`config.mk`:
```
export PLATFORM = sky130hd
export DESIGN_NAME = wb_commit_queue_flat
export DESIGN_NICKNAME = d
export VERILOG_FILES = /design/src/rtl/wb_commit_queue_if.sv /design/src/rtl/wb_commit_queue.sv /design/src/flat_wrapper.sv
export SDC_FILE = /design/constraint.sdc
export NUM_CORES = 1
export LEC_CHECK = 0
export ABC_AREA = 1
export BUFFER_PORTS_ARGS = -buffer_cell sky130_fd_sc_hd__clkbuf_2
export CAP_MARGIN = 5
export CORE_MARGIN = 10
export CORE_UTILIZATION = 30
export CTS_BUF_LIST = sky130_fd_sc_hd__clkbuf_2 sky130_fd_sc_hd__clkbuf_4 sky130_fd_sc_hd__clkbuf_8
export DETAILED_ROUTE_END_ITERATION = 8
export PLACE_DENSITY_LB_ADDON = 0.3
export SYNTH_ARGS = -nofsm -noshare
export SYNTH_HDL_FRONTEND = slang
export SYNTH_SLANG_ARGS = --single-unit
```
`constraint.sdc`:
```
create_clock -name clk -period 20.8 [get_ports clk]
set_clock_uncertainty 0.15 [all_clocks]
set_input_delay 3.12 -clock clk [delete_from_list [all_inputs] [get_ports clk]]
set_output_delay 3.12 -clock clk [all_outputs]
set_load 0.03 [all_outputs]
```
`src/rtl/wb_commit_queue_if.sv`:
```
// ============================================================================
// Module     : wb_commit_queue_if
// Description: EXU-side push, IFU-side next-PC and architectural write-port
//              bundle of the write-back/commit queue.
// Revision   : 1.0 - initial release
// ============================================================================
`default_nettype none

interface wb_commit_queue_if #(
  parameter int XLEN = 32
);
  logic            in_valid;
  logic            in_ready;
  logic [1:0]      in_npc_sel;
  logic [XLEN-1:0] in_imm;
  logic [XLEN-1:0] in_rs1;
  logic [XLEN-1:0] in_csr_rdata;
  logic            in_regw;
  logic [4:0]      in_rd;
  logic [XLEN-1:0] in_wdata;
  logic            in_csrw;
  logic [11:0]     in_csr_addr;
  logic [XLEN-1:0] in_csr_wdata;

  logic            out_valid;
  logic            out_ready;
  logic [XLEN-1:0] out_npc;
  logic [XLEN-1:0] pc;

  logic            reg_wen;
  logic [4:0]      reg_waddr;
  logic [XLEN-1:0] reg_wdata;
  logic            csr_wen;
  logic [11:0]     csr_waddr;
  logic [XLEN-1:0] csr_wdata;
  logic [63:0]     perf_commit_cnt;

  // Commit-queue view
  modport slave (
    input  in_valid, in_npc_sel, in_imm, in_rs1, in_csr_rdata, in_regw, in_rd,
           in_wdata, in_csrw, in_csr_addr, in_csr_wdata, out_ready,
    output in_ready, out_valid, out_npc, pc, reg_wen, reg_waddr, reg_wdata,
           csr_wen, csr_waddr, csr_wdata, perf_commit_cnt
  );

  // EXU/IFU/register-file view
  modport master (
    output in_valid, in_npc_sel, in_imm, in_rs1, in_csr_rdata, in_regw, in_rd,
           in_wdata, in_csrw, in_csr_addr, in_csr_wdata, out_ready,
    input  in_ready, out_valid, out_npc, pc, reg_wen, reg_waddr, reg_wdata,
           csr_wen, csr_waddr, csr_wdata, perf_commit_cnt
  );
endinterface

`default_nettype wire

```
`src/rtl/wb_commit_queue.sv`:
```
// ============================================================================
// Module     : wb_commit_queue
// Description: In-order write-back/commit FIFO between EXU and IFU; updates
//              the architectural PC and pulses GPR/CSR writes on each commit.
//              Optional macro WB_COMMIT_PERF_EN builds the commit counter.
// Revision   : 1.0 - initial release
// ============================================================================
`default_nettype none

module wb_commit_queue #(
  parameter int              XLEN     = 32,
  parameter int              DEPTH    = 4,
  parameter logic [XLEN-1:0] RESET_PC = XLEN'(32'h8000_0000)
) (
  input  wire logic          clk,
  input  wire logic          rst,
  wb_commit_queue_if.slave   bus
);

  localparam int AW = $clog2(DEPTH);

  typedef enum logic [0:0] {
    ST_BOOT = 1'b0,
    ST_RUN  = 1'b1
  } state_t;

  typedef struct packed {
    logic [1:0]      npc_sel;
    logic [XLEN-1:0] imm;
    logic [XLEN-1:0] rs1;
    logic [XLEN-1:0] csr_rdata;
    logic            regw;
    logic [4:0]      rd;
    logic [XLEN-1:0] wdata;
    logic            csrw;
    logic [11:0]     csr_addr;
    logic [XLEN-1:0] csr_wdata;
  } entry_t;

  entry_t          mem [DEPTH];
  entry_t          head;
  entry_t          tail_entry;
  logic [AW-1:0]   wr_ptr;
  logic [AW-1:0]   rd_ptr;
  logic [AW:0]     count;
  logic [XLEN-1:0] pc_q;
  state_t          state;
  state_t          state_next;

  logic            full;
  logic            empty;
  logic            push;
  logic            commit;
  logic            out_valid;
  logic [XLEN-1:0] out_npc;
  logic [XLEN-1:0] head_npc;
  logic [XLEN-1:0] jalr_sum;

  assign full  = (count == (AW+1)'(DEPTH));
  assign empty = (count == '0);
  // No bypass: a full queue refuses even while a commit frees a slot.
  assign push  = bus.in_valid && !full;
  assign head  = mem[rd_ptr];

  assign tail_entry = '{
    npc_sel:   bus.in_npc_sel,
    imm:       bus.in_imm,
    rs1:       bus.in_rs1,
    csr_rdata: bus.in_csr_rdata,
    regw:      bus.in_regw,
    rd:        bus.in_rd,
    wdata:     bus.in_wdata,
    csrw:      bus.in_csrw,
    csr_addr:  bus.in_csr_addr,
    csr_wdata: bus.in_csr_wdata
  };

  assign jalr_sum = head.rs1 + head.imm;

  always_comb begin
    head_npc = pc_q + XLEN'(4);
    case (head.npc_sel)
      2'b00:   head_npc = pc_q + XLEN'(4);
      2'b01:   head_npc = pc_q + head.imm;
      2'b10:   head_npc = {jalr_sum[XLEN-1:1], 1'b0};
      default: head_npc = head.csr_rdata;
    endcase
  end

  always_comb begin
    state_next = state;
    out_valid  = 1'b0;
    out_npc    = RESET_PC;
    commit     = 1'b0;
    case (state)
      ST_BOOT: begin
        out_valid = 1'b1;
        out_npc   = RESET_PC;
        if (bus.out_ready) begin
          state_next = ST_RUN;
        end
      end
      ST_RUN: begin
        out_valid = !empty;
        out_npc   = head_npc;
        // Gated by rst so a pending reset never leaks a write.
        commit    = !empty && bus.out_ready && !rst;
      end
      default: begin
        state_next = ST_BOOT;
      end
    endcase
  end

  always_ff @(posedge clk) begin
    if (rst) begin
      state  <= ST_BOOT;
      wr_ptr <= '0;
      rd_ptr <= '0;
      count  <= '0;
      pc_q   <= RESET_PC;
    end else begin
      state <= state_next;
      if (push) begin
        wr_ptr <= wr_ptr + AW'(1);
      end
      if (commit) begin
        rd_ptr <= rd_ptr + AW'(1);
        pc_q   <= out_npc;
      end
      case ({push, commit})
        2'b10:   count <= count + (AW+1)'(1);
        2'b01:   count <= count - (AW+1)'(1);
        default: count <= count;
      endcase
    end
  end

  always_ff @(posedge clk) begin
    if (push && !rst) begin
      mem[wr_ptr] <= tail_entry;
    end
  end

  assign bus.in_ready  = !full;
  assign bus.out_valid = out_valid;
  assign bus.out_npc   = out_npc;
  assign bus.pc        = pc_q;
  assign bus.reg_wen   = commit && head.regw && (head.rd != 5'd0);
  assign bus.reg_waddr = head.rd;
  assign bus.reg_wdata = head.wdata;
  assign bus.csr_wen   = commit && head.csrw;
  assign bus.csr_waddr = head.csr_addr;
  assign bus.csr_wdata = head.csr_wdata;

`ifdef WB_COMMIT_PERF_EN
  logic [63:0] perf_q;

  always_ff @(posedge clk) begin
    if (rst) begin
      perf_q <= '0;
    end else if (commit) begin
      perf_q <= perf_q + 64'd1;
    end
  end

  assign bus.perf_commit_cnt = perf_q;
`else
  assign bus.perf_commit_cnt = 64'd0;
`endif

endmodule

`default_nettype wire

```
`src/flat_wrapper.sv`:
```
// flat-port wrapper written by rule: the top's interface ports become plain ports
module wb_commit_queue_flat 
#(
  parameter int              XLEN     = 32,
  parameter int              DEPTH    = 4,
  parameter logic [XLEN-1:0] RESET_PC = XLEN'(32'h8000_0000)
)
  (clk, rst, bus_in_valid, bus_in_npc_sel, bus_in_imm, bus_in_rs1, bus_in_csr_rdata, bus_in_regw, bus_in_rd, bus_in_wdata, bus_in_csrw, bus_in_csr_addr, bus_in_csr_wdata, bus_out_ready, bus_in_ready, bus_out_valid, bus_out_npc, bus_pc, bus_reg_wen, bus_reg_waddr, bus_reg_wdata, bus_csr_wen, bus_csr_waddr, bus_csr_wdata, bus_perf_commit_cnt);
  wb_commit_queue_if #(.XLEN(XLEN)) bus_i ();
  input  wire logic clk;
  input  wire logic rst;
  input wire logic [$bits(bus_i.in_valid)-1:0] bus_in_valid;
  input wire logic [$bits(bus_i.in_npc_sel)-1:0] bus_in_npc_sel;
  input wire logic [$bits(bus_i.in_imm)-1:0] bus_in_imm;
  input wire logic [$bits(bus_i.in_rs1)-1:0] bus_in_rs1;
  input wire logic [$bits(bus_i.in_csr_rdata)-1:0] bus_in_csr_rdata;
  input wire logic [$bits(bus_i.in_regw)-1:0] bus_in_regw;
  input wire logic [$bits(bus_i.in_rd)-1:0] bus_in_rd;
  input wire logic [$bits(bus_i.in_wdata)-1:0] bus_in_wdata;
  input wire logic [$bits(bus_i.in_csrw)-1:0] bus_in_csrw;
  input wire logic [$bits(bus_i.in_csr_addr)-1:0] bus_in_csr_addr;
  input wire logic [$bits(bus_i.in_csr_wdata)-1:0] bus_in_csr_wdata;
  input wire logic [$bits(bus_i.out_ready)-1:0] bus_out_ready;
  output wire logic [$bits(bus_i.in_ready)-1:0] bus_in_ready;
  output wire logic [$bits(bus_i.out_valid)-1:0] bus_out_valid;
  output wire logic [$bits(bus_i.out_npc)-1:0] bus_out_npc;
  output wire logic [$bits(bus_i.pc)-1:0] bus_pc;
  output wire logic [$bits(bus_i.reg_wen)-1:0] bus_reg_wen;
  output wire logic [$bits(bus_i.reg_waddr)-1:0] bus_reg_waddr;
  output wire logic [$bits(bus_i.reg_wdata)-1:0] bus_reg_wdata;
  output wire logic [$bits(bus_i.csr_wen)-1:0] bus_csr_wen;
  output wire logic [$bits(bus_i.csr_waddr)-1:0] bus_csr_waddr;
  output wire logic [$bits(bus_i.csr_wdata)-1:0] bus_csr_wdata;
  output wire logic [$bits(bus_i.perf_commit_cnt)-1:0] bus_perf_commit_cnt;
  assign bus_i.in_valid = bus_in_valid;
  assign bus_i.in_npc_sel = bus_in_npc_sel;
  assign bus_i.in_imm = bus_in_imm;
  assign bus_i.in_rs1 = bus_in_rs1;
  assign bus_i.in_csr_rdata = bus_in_csr_rdata;
  assign bus_i.in_regw = bus_in_regw;
  assign bus_i.in_rd = bus_in_rd;
  assign bus_i.in_wdata = bus_in_wdata;
  assign bus_i.in_csrw = bus_in_csrw;
  assign bus_i.in_csr_addr = bus_in_csr_addr;
  assign bus_i.in_csr_wdata = bus_in_csr_wdata;
  assign bus_i.out_ready = bus_out_ready;
  assign bus_in_ready = bus_i.in_ready;
  assign bus_out_valid = bus_i.out_valid;
  assign bus_out_npc = bus_i.out_npc;
  assign bus_pc = bus_i.pc;
  assign bus_reg_wen = bus_i.reg_wen;
  assign bus_reg_waddr = bus_i.reg_waddr;
  assign bus_reg_wdata = bus_i.reg_wdata;
  assign bus_csr_wen = bus_i.csr_wen;
  assign bus_csr_waddr = bus_i.csr_waddr;
  assign bus_csr_wdata = bus_i.csr_wdata;
  assign bus_perf_commit_cnt = bus_i.perf_commit_cnt;
  wb_commit_queue #(.XLEN(XLEN), .DEPTH(DEPTH), .RESET_PC(RESET_PC)) u_core (.clk(clk), .rst(rst), .bus(bus_i));
endmodule
```
# ---- Word-level counts from Yosys, hierarchy flattened
# Memory sizes are Yosys's and may differ from the RTL's. A register that Yosys moved wholly into a read port is not among the register bits.
# Index checks and enable logic that the tools add are counted.
dict set report op_classes {
  n_mux 11
  n_addsub 7
  n_bitwise 1
  reduce_logical 14
  eq_ne 5
}
# operator n
set op_table {}
lappend op_table {{32-bit case mux with 3 select lines} 1}
lappend op_table {{32-bit adder} 2}
lappend op_table {{32-bit case mux with 2 select lines} 1}
lappend op_table {{32-bit by 3-bit adder with 32-bit output (second input constant)} 1}
lappend op_table {{1-bit logical AND} 7}
lappend op_table {{3-bit case mux with 2 select lines} 1}
lappend op_table {{1-bit two-way mux} 5}
lappend op_table {{5-bit nonzero test} 1}
lappend op_table {{2-bit by 1-bit adder with 2-bit output (second input constant)} 2}
lappend op_table {{2-bit by 1-bit == test with 1-bit output (second input constant)} 2}
lappend op_table {{2-bit == test (second input constant)} 2}
lappend op_table {{2-bit two-way mux} 2}
lappend op_table {{3-bit by 1-bit adder with 3-bit output (second input constant)} 1}
lappend op_table {{3-bit == test (second input constant)} 1}
lappend op_table {{1-bit zero test} 3}
lappend op_table {{3-bit zero test} 1}
lappend op_table {{3-bit by 1-bit subtractor with 3-bit output (second input constant)} 1}
lappend op_table {{2-bit zero test} 1}
lappend op_table {{1-bit case mux with 2 select lines} 1}
lappend op_table {{2-bit nonzero test} 1}
lappend op_table {{1-bit NOT} 1}
dict set report totals {
  output_inout_bits 213
  ram_bits 724
  mem_count 1
  register_bits 40
  word_cells 44
}
# name words width rd rd_clocked_by_memory_dff wr line
set memory_table {}
lappend memory_table {u_core.mem 4 181 1 1 1 wb_commit_queue.sv:40} ;# entry_t mem [DEPTH];

# ---- Depth between registers and ports, before layout
dict set report logic_depth {
  depth_word 7
  depth_mapped 24
}

# ---- Worst setup path before layout
# No wires, ideal clock.
dict set report synth_timing {
  kind {input port to flip-flop}
  start {input port rst}
  end {memory u_core.mem[0][0] (netlist bit) (enable)}
  path_stages 4
  path_buffers 1
  path_slack_ns 8.834
  t_arrival_ns 11.090
  t_required_ns 19.924
  setup_time_ns 0.726
  cell_sequence {clkbuf_1 > clkinv_1 > nand3_1 > nor2_1}
}
dict set report synth_between {
  elab_chain_len 4
}
# element line
set synth_lines {}
lappend synth_lines {{from (decl)} flat_wrapper.sv:11} ;# input wire logic rst;
lappend synth_lines {{1-bit zero test} wb_commit_queue.sv:140} ;# if (push && !rst) begin
lappend synth_lines {{1-bit logical AND} wb_commit_queue.sv:140}
lappend synth_lines {{1-bit two-way mux} wb_commit_queue.sv:140}
lappend synth_lines {{1-bit two-way mux (implied by the code)} wb_commit_queue.sv:141} ;# mem[wr_ptr] <= tail_entry;
lappend synth_lines {{to (decl)} wb_commit_queue.sv:40}
# No other way between the ends.

==> metrics.txt <==
status=complete, but fails checks; failing checks=slew limit; switch share=0.263; worst skew pair latency=between 0.8 and 0.9 ns; worst reg2reg path endpoint=u_core.bus.pc[10]; TritonCTS Buffers=137; PostCTS Resize Cnt=0; HPWL Detailed=75.3 mm; Startpoint Class=flop; top_reg_cell synth=edfxtp_1; Clk pwr share=0.397; Arr. time, crit path=5.93 ns; # hold bufs at CTS=0; endpoints failing hold=0; area of all placed cells without fillers=40300 um^2; initial antenna violation count=26; end of the critical path=bus_out_npc[30]; max cap viols=0; distinct cell type count after synthesis=59; CTS tree=done; Hold/Removal Path Class=flop to flop; via count=25700; First-pass DRT Iterations=6; Flop pwr share=0.495; Critical Path End Type=primary output; vias per inst=5.01; Int Power=2600 uW; row count=124; top cells by area, synth=edfxtp_1 (63%), o21ai_0 (6.1%), nor2_1 (5.1%); Peak VDD IR=0.0650 mV; port buffer count=333; Die ar.=129000 um^2; Post-DRT Antenna Nets=0; # Post-CTS Setup Buffers=0; Critical Path Fanout Max=101; H-tree depth=4; drt drc=0; cell count of the worst reg-to-reg path=17; largest net degree at the start of global routing=approximately 220; Rel. slew slack=-0.0510; area delta synth->final=16.6%; Starting DRT DRC Count=approximately 2200; clock tree buffer depth=3; Horiz. Die Dim=359 um; layout cell share with drive strength beyond 1=0.174; die height=359 um; io pins=398; RSZ-0062 raised after global routing=false; routed len/inst=22.0 um; Post-synth EDFFs=724; path type of the worst setup path=flop to primary output; Syn Std Cell Area=34500 um^2; Synth Warn #=0; clock slew at reported path FFs=0.06 ns; final core occ=0.352; Cell Pwr Density=87.6 nW/um^2; Least-Margin Pin Slew=between 1.5 and 2 ns; Peak Freq=109 MHz; Initial Utilization=0.302; gpl congestion=roughly 0.93; Final setup viols=0; crit share post-route=0.442; vias in the first global route=24700; reg2reg setup slack=around 16 ns; Yosys reg bits=766; net switching power=928 uW; CORE AREA=roughly 110000 um^2; Total Wirelength=~110 mm; GRT overflow=0; Tot GR Track Use=0.167; register area share after synthesis=0.654; Setup TNS=0 ns; Synth top area share=0.630; Synth Area per Inst=around 11 um^2; ys async rst share=0; Leakage Power=about 0.015 uW; Slew Limit Fails=66; TritonCTS Sinks=766; cells after synthesis=3152; part of the power in combinational logic=0.108; min Tclk post-route=9.20 ns; Root Buffer=clkbuf_8; post-place instance area=37500 um^2; Crit path required time=17.53 ns; largest area contributor in the netlist=edfxtp_1; Final Net Count=between 3000 and 4000; global-route wire length before repair=164 mm
[area by class of cell]
class | instances | area (um^2)
Fill cell | 11400 | 74100
Sequential cell | 766 | 22600
Multi-Input combinational cell | 2039 | 10400
Inverter | 199 | 759
Clock inverter | 60 | 422
Clock buffer | 186 | 2300
Timing Repair Buffer | 358 | 1900
Antenna cell | 5 | 12.5
Tap cell | 1512 | 1890
[routing by layer]
metal,GRT usage,vias up,share of wire
li1,-,12000,-
met1,0.207,12500,0.41
met2,0.276,942,0.48
met3,0.0474,234,0.077
met4,0.0580,20,0.030
met5,0,-,0.0010
[per-stage QoR]
stage | instances | total power [uW] | hold slack (ns) | setup WS (ns)
after floorplan | 3215 | 2030 | 0.286 | 8.83
after global placement | 4874 | 2160 | 0.286 | 12.24
after detailed placement | 4874 | 2160 | 0.294 | 12.22
after CTS | 5120 | 3570 | 0.302 | 11.37
after global routing | 5124 | 3680 | 0.330 | 11.08
final | 5125 | 3530 | 0.302 | 11.60
[cell usage after synthesis, drive strengths merged, types with 2 or more instances]
cell and n:
nand3 150, buf 109, nand3b 21, o221ai 30
o31ai 3, a21o 9, o211ai 3, nor2 476
nor3 33, ha 67, nand4 28, o21a 4
a211oi 2, nand2 358, o21bai 4, a32oi 4
a31oi 6, nor4 8, xnor2 2, o2111ai 2
clkbuf 102, or2 13, inv 198, dfxtp 42
a21oi 145, edfxtp 724, o22ai 140, fa 3
o21ai 445, a21boi 3, xor2 7
[worst max-delay path, stage by stage (launching register included)]
cell,delay (ns)
dfxtp_4,0.43
inv_6,0.58
buf_4,0.63
buf_4,0.52
a21oi_1,0.08
a32oi_1,0.29
inv_1,0.16
fa_1,0.44
inv_1,0.07
nand3_1,0.08
nand2_1,0.19
a21boi_2,0.09
o21ai_0,0.42
nand4_1,0.20
nand3_1,0.12
nand3_1,0.14
nand3_1,0.18
nand2_1,0.11
inv_1,0.07
clkbuf_2,0.20
[state kept, by name, summed over array words and instances, names as in the netlist, named ones only]
name / flops
u_core.mem: 724
u_core.bus.pc: 32
u_core.count: 3
u_core.rd_ptr: 2
u_core.wr_ptr: 2
u_core.state: 1
[power by group through the flow]
stage | sequential (uW) | combinational (uW) | clock [uW]
finish | 1750 | 380 | 1400
global placement | 1780 | 377 | 0
CTS | 1750 | 380 | 1440
global route | 1750 | 413 | 1510
detailed placement | 1780 | 379 | 0
floorplan | 1790 | 238 | 0
[how the worst min path moves through the flow]
stage	startpoint	endpoint	slack, ns	cells after the start
global placement	u_core.rd_ptr[1]	flop	0.29	2
CTS	u_core.rd_ptr[1]	flop	0.30	2
floorplan	u_core.rd_ptr[1]	flop	0.29	2
finish	u_core.rd_ptr[1]	flop	0.30	2
detailed placement	u_core.rd_ptr[1]	flop	0.29	2
global route	u_core.rd_ptr[1]	flop	0.33	2
[cells in the final DEF (no fill, tap or decap), types with 9 or more instances in the layout]
cell type / netlist / layout
ha_1: 67 / 67
nand3b_1: 21 / 21
nand2_1: 348 / 348
a21oi_1: 142 / 142
clkbuf_8: 0 / 144
o21ai_0: 423 / 423
inv_1: 186 / 186
buf_4: 72 / 21
o21ai_1: 22 / 22
clkinv_1: 1 / 33
nor3_1: 28 / 28
nor2_1: 473 / 469
o22ai_1: 140 / 140
inv_2: 12 / 10
dfxtp_1: 42 / 40
clkinv_2: 0 / 11
clkbuf_2: 0 / 333
a21o_1: 9 / 9
conb_1: 1 / 64
nand4_1: 28 / 28
o221ai_1: 30 / 30
or2_2: 9 / 9
nand3_1: 147 / 147
edfxtp_1: 724 / 724
clkbuf_4: 0 / 42
[logic make-up (layout without fill, tap and decap cells)]
group / count (synthesis) / count (layout) / share of synthesized area
compound gates: 806 / 806 / 0.130
xor+xnor: 9 / 9 / 0.00228
fa+ha+maj: 70 / 70 / 0.0260
buf+inv: 410 / 803 / 0.0537
flops: 766 / 766 / 0.654
other cells: 1 / 69 / 0.000109
simple gates: 1090 / 1090 / 0.134
(Power assumes the default switching activity.)
